## src/rtl/clas_seq_16bit.sv

```systemverilog
// clas_seq_16bit
// Sequential 16-bit adder/subtractor that reuses one 4-bit carry-look-ahead
// slice over four clocks (LSB nibble first). The carry between nibbles is
// held in a register, so the slice only ever sees one nibble plus carry-in.
// A start/busy/done handshake accepts a new operation in IDLE or DONE, so a
// controller that keeps start high gets one result every five cycles.

module clas_seq_16bit (
    input  logic        clk,
    input  logic        rst_n,
    input  logic        start,
    input  logic        sel,
    input  logic [15:0] a,
    input  logic [15:0] b,
    output logic        busy,
    output logic        done,
    output logic [15:0] result,
    output logic        c_out,
    output logic        overflow
);

    typedef enum logic [1:0] {
        S_IDLE = 2'd0,
        S_RUN  = 2'd1,
        S_DONE = 2'd2
    } state_t;

    localparam logic [1:0] LAST_SLICE = 2'd3;

    // Control state
    state_t      state_q;
    state_t      state_d;
    logic [1:0]  idx_q;
    logic [1:0]  idx_d;
    logic        carry_q;
    logic        carry_d;

    // Latched operands and operation select
    logic [15:0] a_q;
    logic [15:0] b_q;
    logic        sel_q;

    // Partial-sum accumulator and published results
    logic [15:0] acc_q;
    logic [15:0] acc_d;
    logic [15:0] result_q;
    logic [15:0] result_d;
    logic        c_out_q;
    logic        c_out_d;
    logic        ovf_q;
    logic        ovf_d;

    // Slice signals
    logic [3:0]  a_n;
    logic [3:0]  b_n;
    logic [3:0]  slice_sum;
    logic        slice_c3;
    logic        slice_c4;
    logic [5:0]  slice_out;
    logic        accept;
    logic        last_step;

    // 4-bit carry-look-ahead slice.
    // Returns {c4, c3, sum[3:0]}. c3 is the carry into the slice MSB, which
    // together with c4 gives signed overflow when this is the top nibble.
    // Propagate is a|b: equivalent to a^b for the carry terms, and the sum
    // is formed separately with xor.
    function automatic logic [5:0] cla4(
        input logic [3:0] x,
        input logic [3:0] y,
        input logic       cin
    );
        logic [3:0] g;
        logic [3:0] p;
        logic [4:0] c;
        logic [3:0] s;
        g    = x & y;
        p    = x | y;
        c[0] = cin;
        c[1] = g[0] | (p[0] & c[0]);
        c[2] = g[1] | (p[1] & g[0]) | (p[1] & p[0] & c[0]);
        c[3] = g[2] | (p[2] & g[1]) | (p[2] & p[1] & g[0])
             | (p[2] & p[1] & p[0] & c[0]);
        c[4] = g[3] | (p[3] & g[2]) | (p[3] & p[2] & g[1])
             | (p[3] & p[2] & p[1] & g[0])
             | (p[3] & p[2] & p[1] & p[0] & c[0]);
        s    = x ^ y ^ c[3:0];
        return {c[4], c[3], s};
    endfunction

    // Handshake decode: a request is taken whenever the unit is not running
    always_comb begin
        accept    = start && (state_q != S_RUN);
        last_step = (state_q == S_RUN) && (idx_q == LAST_SLICE);
    end

    // Slice operand selection and the single shared CLA slice.
    // Subtract is a + ~b + 1: b is inverted here and the +1 enters as the
    // initial carry loaded on accept.
    always_comb begin
        a_n       = a_q[{idx_q, 2'b00} +: 4];
        b_n       = b_q[{idx_q, 2'b00} +: 4] ^ {4{sel_q}};
        slice_out = cla4(a_n, b_n, carry_q);
        slice_sum = slice_out[3:0];
        slice_c3  = slice_out[4];
        slice_c4  = slice_out[5];
    end

    // State register
    always_ff @(posedge clk or negedge rst_n) begin
        if (!rst_n) begin
            state_q <= S_IDLE;
        end else begin
            state_q <= state_d;
        end
    end

    // Next-state logic; start while running is ignored
    always_comb begin
        state_d = state_q;
        case (state_q)
            S_IDLE: begin
                if (start) begin
                    state_d = S_RUN;
                end
            end
            S_RUN: begin
                if (idx_q == LAST_SLICE) begin
                    state_d = S_DONE;
                end
            end
            S_DONE: begin
                state_d = start ? S_RUN : S_IDLE;
            end
            default: begin
                state_d = S_IDLE;
            end
        endcase
    end

    // FSM outputs: busy while slicing, done for the single DONE cycle
    always_comb begin
        busy = (state_q == S_RUN);
        done = (state_q == S_DONE);
    end

    // Next values for slice index, inter-slice carry, accumulator and results
    always_comb begin
        idx_d    = idx_q;
        carry_d  = carry_q;
        acc_d    = acc_q;
        result_d = result_q;
        c_out_d  = c_out_q;
        ovf_d    = ovf_q;
        if (accept) begin
            idx_d   = 2'd0;
            carry_d = sel;
        end else if (state_q == S_RUN) begin
            idx_d                      = idx_q + 2'd1;
            carry_d                    = slice_c4;
            acc_d[{idx_q, 2'b00} +: 4] = slice_sum;
            if (last_step) begin
                result_d = acc_d;
                c_out_d  = slice_c4;
                ovf_d    = slice_c3 ^ slice_c4;
            end
        end
    end

    // Control registers: index and inter-slice carry
    always_ff @(posedge clk or negedge rst_n) begin
        if (!rst_n) begin
            idx_q   <= 2'd0;
            carry_q <= 1'b0;
        end else begin
            idx_q   <= idx_d;
            carry_q <= carry_d;
        end
    end

    // Operand capture; only the latched copies feed the slice
    always_ff @(posedge clk or negedge rst_n) begin
        if (!rst_n) begin
            a_q   <= 16'd0;
            b_q   <= 16'd0;
            sel_q <= 1'b0;
        end else if (accept) begin
            a_q   <= a;
            b_q   <= b;
            sel_q <= sel;
        end
    end

    // Accumulator and published results; results move only entering DONE
    always_ff @(posedge clk or negedge rst_n) begin
        if (!rst_n) begin
            acc_q    <= 16'd0;
            result_q <= 16'd0;
            c_out_q  <= 1'b0;
            ovf_q    <= 1'b0;
        end else begin
            acc_q    <= acc_d;
            result_q <= result_d;
            c_out_q  <= c_out_d;
            ovf_q    <= ovf_d;
        end
    end

    // Drive result ports from their registers
    always_comb begin
        result   = result_q;
        c_out    = c_out_q;
        overflow = ovf_q;
    end

endmodule

```

## config.mk

```make
export PLATFORM = sky130hd
export DESIGN_NAME = clas_seq_16bit
export DESIGN_NICKNAME = d
export VERILOG_FILES = /design/src/rtl/clas_seq_16bit.sv
export SDC_FILE = /design/constraint.sdc
export NUM_CORES = 1
export LEC_CHECK = 0
export BUFFER_PORTS_ARGS = -buffer_cell sky130_fd_sc_hd__buf_2
export CAP_MARGIN = 20
export CORE_UTILIZATION = 50
export CTS_CLUSTER_DIAMETER = 60
export DETAILED_ROUTE_END_ITERATION = 10
export PLACE_DENSITY = 0.71
export SLEW_MARGIN = 5
export SYNTH_ARGS = -nofsm -noshare
export SYNTH_HDL_FRONTEND = slang
export SYNTH_SLANG_ARGS = --single-unit
```

## constraint.sdc

```tcl
create_clock -name clk -period 7.4 [get_ports clk]
set_input_delay 0.74 -clock clk [delete_from_list [all_inputs] [get_ports clk]]
set_output_delay 0.74 -clock clk [all_outputs]
set_load 0.005 [all_outputs]
```

# Yosys cells after proc, flatten, opt, wreduce, memory -nomap -nowiden
# Cells that the tools add are included.
dict set report classes {
  add_sub_neg 2
  eq_ne 6
  shift 4
  muxes 9
  bitwise 33
  reduce_logical 7
}
# operator n
set op_table {}
lappend op_table {{variable part select 16 x 5 -> 4 bit} 2}
lappend op_table {{bitwise AND 1 bit} 16}
lappend op_table {{bitwise mux 16 bit} 1}
lappend op_table {{variable shift 4 x 6 -> 16 bit (first input constant)} 1}
lappend op_table {{variable part select 4 x 6 -> 16 bit} 1}
lappend op_table {{XOR 4 bit} 3}
lappend op_table {{OR 1 bit} 10}
lappend op_table {{two-way mux 2 bit} 4}
lappend op_table {{negation 4 -> 6 bit} 1}
lappend op_table {{case mux 2 bit (3 select lines)} 1}
lappend op_table {{bitwise AND 4 bit} 1}
lappend op_table {{== test 2 bit (second input constant)} 2}
lappend op_table {{inequality test 2 x 1 -> 1 bit (second input constant)} 2}
lappend op_table {{OR 4 bit} 1}
lappend op_table {{AND reduction 2 bit} 2}
lappend op_table {{two-way mux 1 bit} 3}
lappend op_table {{AND reduction 3 bit} 1}
lappend op_table {{adder 2 x 1 -> 2 bit (second input constant)} 1}
lappend op_table {{== test 2 x 1 -> 1 bit (second input constant)} 1}
lappend op_table {{logical AND 1 bit} 2}
lappend op_table {{logical NOT 2 bit} 1}
lappend op_table {{inequality test 2 bit (second input constant)} 1}
lappend op_table {{nonzero test 2 bit} 1}
lappend op_table {{NOT 1 bit} 1}
lappend op_table {{XOR 1 bit} 1}
dict set report totals {
  reg_bits 72
  in_bits 36
  out_inout_bits 20
  word_cells 71
}

# Depth between registers and ports, before layout
# Gate-level depths: netlist of run 1.
dict set report logic_depth {
  word_depth 10
  depth_mapped 10
  ltp_nobuf 9
}

# Least setup slack after synthesis of run 1
# Ideal clock, no wire load.
dict set report synth_path {
  path_kind {reg2reg}
  from {register idx_q[0]}
  to {register acc_q[14]}
  t_arrival_ns 2.469
  setup_slack_ns 4.810
  stages_incl_launch_ff 9
  path_cell_list {dfrtp_1 -> buf_6 -> mux4_2 -> xnor2_2 -> inv_1 -> ha_1 -> or3_4 -> and2_4 -> a32o_1}
}
dict set report synth_between {
  elab_chain_cells 10
  word_cells_on_any_way 26
  classes_between {add/sub (1); shift (4); mux (1); bitwise (20)}
}
# element line_no
set synth_rtl {}
lappend synth_rtl {{start, declared} 33} ;# logic [1:0] idx_q;
lappend synth_rtl {{start signal, assigned} 176} ;# idx_q <= idx_d;
lappend synth_rtl {{variable part select 16 x 5 -> 4 bit} 102} ;# b_n = b_q[{idx_q, 2'b00} +: 4] ^ {4{sel_q}};
lappend synth_rtl {{XOR 4 bit} 102}
lappend synth_rtl {{OR 4 bit / bitwise AND 4 bit (equally long branches)} {78, 77}}
lappend synth_rtl {{bitwise AND 1 bit (on tied branches)} {82, 83}}
lappend synth_rtl {{OR 1 bit (tied with other cells)} 82} ;# c[3] = g[2] | (p[2] & g[1]) | (p[2] & p[1] & g[0])
lappend synth_rtl {{OR 1 bit / bitwise AND 1 bit (equally long branches)} {82, 83}}
lappend synth_rtl {{OR 1 bit} 83} ;# | (p[2] & p[1] & p[0] & c[0]);
lappend synth_rtl {{XOR 4 bit} 87} ;# s = x ^ y ^ c[3:0];
lappend synth_rtl {{variable part select 4 x 6 -> 16 bit} 161} ;# acc_d[{idx_q, 2'b00} +: 4] = slice_sum;
lappend synth_rtl {{bitwise mux 16 bit (*)} 161}
lappend synth_rtl {{end signal, assigned} 197} ;# acc_q <= 16'd0;
lappend synth_rtl {{end signal, assigned} 202} ;# acc_q <= acc_d;
lappend synth_rtl {{end, declared} 44} ;# logic [15:0] acc_q;
# Every way passes the cells marked *; elsewhere a longest branch is shown, timed or not.
# A chain may end at the register's enable or synchronous reset.

# Final worst setup path of run 1
# Same ends and word-level chain as after synthesis.

==> impl_metrics.csv, run 1 <==
group,metric,value,unit
status,status,"finished clean",
logic_synthesis,ys_types,41,
final_layout,final_cell_mix,"72 x dfrtp_1, 55 x buf_2, 33 x mux2_2, 24 x nor2_1, 18 x inv_1",
final_layout,seqCellArea,0.00180,mm2
final_layout,nFillCells,580,
sta,worstMarginPinSlew,875,ps
place,routabilityCongestion,0.835,
routing,drtIter0Drc,95,
sta,post-route-period-util,0.435,
clock_network,cts_resized,0,
floorplanning,die_w,85.9,um
floorplanning,dieArea,0.00737,mm2
floorplanning,die_y,85.9,um
routing,wirelength,6630,um
routing,dr.pass1.iters,4,
logic_synthesis,synthCells,275,
worst_setup_path,cp-endpoint,"acc_q[14]",
sta,maxSlewHeadroom,0.417,
routing,drtAntennaViolNets,0,
place,post-dp-hpwl,4620,um
clock_network,numClockSinks,72,
clock_network,cts_max_level,3,
worst_setup_path,cp_max_fo,17,
global_route,grt_max_degree,73,
clock_network,cts.hold.buffers_added,0,
place,dpl_cell_area,0.00385,mm2
worst_setup_path,ff2ff_path_depth,9,
final_layout,area_delta_synth_final,15.4,%
worst_setup_path,critical_path_class,"reg -> reg",
worst_setup_path,arrival,3450,ps
sta,finalSetupViolCount,0,
final_layout,final_common_cell,"dfrtp_1",
worst_setup_path,required,7630,ps
final_layout,diodes,0,
clock_network,root_buffer,"clkbuf_8",
routing,avgRoutedWirePerCell,15.4,um
worst_setup_path,cp-end-kind,"flop",
floorplanning,pin_count,56,
worst_setup_path,reg2reg_to,"acc_q[14]",
logic_synthesis,synth_nets,327,
flow_run,cap_violations,0,
floorplanning,design.core.area,0.00679,mm2
logic_synthesis,avgSynthCellArea,12.8,um2
logic_synthesis,async_flop_share,1.00,
clock_network,clk_pin_slew,80,ps
global_route,overflow,0,
worst_setup_path,r2r_start,"idx_q[0]",
routing,vias,2336,
sta,skew,8.16,ps
worst_setup_path,startpoint_type,"flop",
clock_network,cts.path.max_buffers,2,
global_route,grt_pass1_vias,2413,
final_layout,nets,383,
sta,rsz0062_at_grt,"no",
logic_synthesis,synth_area,0.00352,mm2
global_route,antenna_found_initial,0,
floorplanning,rows,30,
global_route,track_usage,0.201,
sta,drv_slew,0,
final_layout,fin_area,0.00406,mm2
final_layout,multi_input_area,0.00156,mm2
logic_synthesis,ys_ff_latch,72,
floorplanning,start_util,0.518,
sta,setup_tns,0,ps
place,portBuffers,55,
sta,layout_min_cycle_time,3220,ps
logic_synthesis,synth-edff-count,0,
logic_synthesis,synth_ff_type,"dfrtp_1",
logic_synthesis,yosys_warnings,0,
sta,hold_violations,0,
routing,viasPerCell,5.41,
worst_setup_path,reg2reg_slack,4180,ps
worst_setup_path,critical_path.startpoint,"idx_q[0]",
final_layout,drive_gt1_frac,0.360,
clock_network,cts_buffers,9,
clock_network,clkLatencyLatePin,350,ps
clock_network,post-cts-setup-buffers,0,
logic_synthesis,synth_seq_area_share,0.512,
routing,drc,0,
hold_path,hold_path_class,"reg -> reg",
global_route,grt_pass1_wl,11200,um
clock_network,tritoncts,"done",
sta,fmax,0.311,GHz
==> critical path, cell delays in order (launching register included) <==
cell,delay [ps]
dfrtp_1,860
mux4_1,650
xor2_1,240
inv_1,120
ha_1,180
nand2b_1,150
a21oi_1,230
o21ai_1,200
and2_4,210
a32o_1,250
==> stage by stage <==
step	worst slack (ps)	hold slack, ps	cells	utilization
after CTS	4180	493	432	0.598
final	4180	488	432	0.598
after global routing	3930	496	432	0.598
after global placement	4280	468	416	0.567
after floorplan	4810	444	275	-
after detailed placement	4210	476	416	0.567
==> worst min-delay path by stage <==
stage | cells after the start | endpoint | startpoint | slack, ps
2_1_floorplan | 0 | a_q[0] | rst_n | 440
3_3_place_gp | 1 | acc_q[11] | acc_q[11] | 470
3_5_place_dp | 1 | acc_q[15] | acc_q[15] | 480
4_1_cts | 1 | acc_q[15] | acc_q[15] | 490
5_1_grt | 1 | acc_q[7] | acc_q[7] | 500
6_report | 1 | acc_q[7] | acc_q[7] | 490
==> cell families after synthesis <==
kind of cell	synth area share
buffers and inverters	0.0438
and+or+nand+nor	0.0868
DFF	0.512
adders and majority gates	0.0591
AOI/OAI and AO/OA	0.113
xor gates and xnor gates	0.0217
muxes	0.163
==> layout make-up <==
class	instances	share of cell area
repair buffers	57	0.0715
inverters	21	0.0194
well taps	96	0.0296
multi-input cells	170	0.385
flip-flops and latches	72	0.444
clock buffers	12	0.0382
clock inverters	4	0.0129
==> cells in the mapped netlist, types with 2 or more instances <==
cell type   n  area (um2)
a21oi_1    14        70.1
a221oi_1    8        70.1
a22o_1      8        70.1
a32o_1      8        80.1
a32oi_1     4        35.0
and3_1      4        25.0
buf_2       6        30.0
buf_4       4        30.0
dfrtp_1    72        1800
ha_1       15         188
inv_1      18        67.6
inv_2       3        11.3
mux2_2     33         372
mux4_1      6         158
mux4_2      2        45.0
nand2_1    12        45.0
nand2b_1    2        12.5
nor2_1     24        90.1
nor4b_4     2        47.6
o21ai_0     3        15.0
o21ai_1     3        15.0
xnor2_1     2        17.5
xnor2_2     2        32.5
xor2_1      3        26.3
==> metal layers <==
layer	wire, um	global-route usage	vias up	part of all wire
met1	2870	0.256	1137	0.43
met2	3250	0.324	80	0.49
met3	376	0.0500	16	0.057
met5	0	0	-	0
met4	138	0.0924	0	0.021
li1	-	-	1103	-
==> state kept, by name, summed over array words and instances (netlist names) <==
register,cells
sel_q,1
a_q,16
b_q,16
result,16
carry_q,1
overflow,1
c_out,1
idx_q,2
acc_q,16
state_q,2
Power of run 1 is not shown: default switching activity piles up to over one toggle a cycle in this logic, so the estimate is an artifact.
==> inputs of run 2 (changes only) <==
Settings changed: PLACE_DENSITY 0.71 to 0.74.
Clock period 7.4 ns to 2.65 ns, I/O delays scaled along.
==> impl_metrics.csv, run 2 (synthesis gave the netlist of run 1 again) <==
group,metric,value,unit
status,status,"finished clean",
routing,vias,2356,
floorplanning,dieArea,0.00737,mm2
sta,drv_slew,0,
sta,post-route-period-util,0.951,
worst_setup_path,startpoint_type,"flop",
final_layout,diodes,0,
sta,layout_min_cycle_time,2520,ps
routing,viasPerCell,5.35,
global_route,grt_pass1_wl,11500,um
place,routabilityCongestion,0.839,
clock_network,root_buffer,"clkbuf_8",
final_layout,final_core_util,0.606,
sta,rsz0062_at_grt,"no",
sta,skew,9.35,ps
clock_network,cts_max_level,3,
worst_setup_path,r2r_start,"idx_q[0]",
routing,dr.pass1.iters,4,
place,dpl_cell_area,0.00392,mm2
sta,fmax,0.397,GHz
global_route,grt_pass1_vias,2445,
routing,dr_wl_met3,320,um
clock_network,clkLatencyLatePin,340,ps
routing,avgRoutedWirePerCell,15.3,um
place,post-dp-hpwl,4830,um
worst_setup_path,arrival,2760,ps
routing,top_layer_used,"met4",
final_layout,seqCellArea,0.00180,mm2
worst_setup_path,crit_chain,"buf_4 -> mux4_2 -> xnor2_2 -> inv_1 -> ha_1 -> or3_4 -> and2_4 -> a32o_1",
worst_setup_path,cpMaxStageDelayCell,"mux4_2",
hold_path,hold_path_class,"in -> async",
worst_setup_path,cp-end-kind,"flop",
sta,maxSlewHeadroom,0.461,
worst_setup_path,cp_max_fo,5,
worst_setup_path,critical_path.startpoint,"idx_q[0]",
worst_setup_path,required,2890,ps
routing,drtIter0Drc,134,
final_layout,final_cell_mix,"71 x dfrtp_1, 55 x buf_2, 33 x mux2_2, 24 x nor2_1, 17 x inv_1",
routing,routedLengthMet1,3010,um
clock_network,numClockSinks,72,
floorplanning,rows,30,
floorplanning,design.core.area,0.00679,mm2
worst_setup_path,crit_path_max_incr_delay,520,ps
clock_network,tritoncts,"done",
place,dp_slack,-13.1,ps
sta,finalSetupViolCount,0,
global_route,overflow,0,
sta,hold_violations,0,
floorplanning,start_util,0.518,
final_layout,nFillCells,577,
clock_network,clk_pin_slew,80,ps
clock_network,cts_buffers,9,
final_layout,final_common_cell,"dfrtp_1",
worst_setup_path,critical_path_class,"reg -> reg",
sta,setup_slack,129,ps
floorplanning,die_y,85.9,um
flow_run,cap_violations,0,
final_layout,fin_area,0.00412,mm2
global_route,antenna_found_initial,0,
floorplanning,pin_count,56,
final_layout,area_delta_synth_final,17.0,%
final_layout,drive_gt1_frac,0.392,
global_route,grt_max_degree,38,
routing,drc,0,
sta,worstMarginPinSlew,808,ps
global_route,track_usage,0.206,
routing,wl_met2,3200,um
place,portBuffers,55,
routing,wirelength,6710,um
final_layout,nets,391,
floorplanning,die_w,85.9,um
clock_network,cts.path.max_buffers,2,
clock_network,cts.hold.buffers_added,0,
routing,drtAntennaViolNets,0,
final_layout,multi_input_area,0.00158,mm2
[run 2: changes by cell type in the layout (fill, tap and decap cells not counted), sizes merged]
cell / before / now
bufinv: 1 / 0
clkinv: 0 / 2
clkinvlp: 3 / 1
buf: 57 / 65
clkbuf: 12 / 13
[run 2: final cells by class]
class | count | area share
timing repair buffer | 65 | 0.0882
tap | 96 | 0.0292
inverter | 21 | 0.0192
clock buffer | 13 | 0.0362
sequential | 72 | 0.438
clock inverter | 3 | 0.00426
multi-input combinational | 170 | 0.385
[run 2: critical path: cells and delay by family, from the launching register on]
kind	cells	cell delay [ps]
and+or+nand+nor	2	610
AOI/OAI and AO/OA	1	250
muxes	1	520
adders and majority gates	1	310
xor gates and xnor gates	1	160
DFF	1	390
buffers and inverters	2	180
[run 2: worst paths after layout]
path / to / slack [ps] / cells after the start
worst max-delay path: acc_q[14] / 130 / 8
worst min-delay path: result[10] / 10 / 1
worst max register to register: acc_q[14] / 130 / 8
worst min register to register: acc_q[11] / 490 / 1
max in group asynchronous: result[1] / 1980 / 2
min in group clk: b_q[7] / 150 / 2
[run 2: through the flow]
| step | setup TNS (ps) | cells | hold slack (ps) |
|---|---|---|---|
| detailed placement | -17.8 | 423 | 404 |
| finish | 0 | 440 | 14.6 |
| CTS | 0 | 439 | 33.6 |
| floorplan | 0 | 275 | -30.6 |
| global placement | 0 | 423 | 402 |
| global route | 0 | 440 | 75.9 |
[run 2: layer usage]
layer  up-vias  GRT usage
met1      1145      0.257
met5         -          0
li1       1119          -
met4         0     0.0985
met3        18     0.0481
met2        74      0.338
[run 2: what timing repair did]
action | CTS | global route
endpoints found under the setup margin | 1 | 22
pin swaps | 0 | 0
resized for setup | 1 | 8
buffers inserted | 0 | 1
Power of run 2 is left out for the same reason.
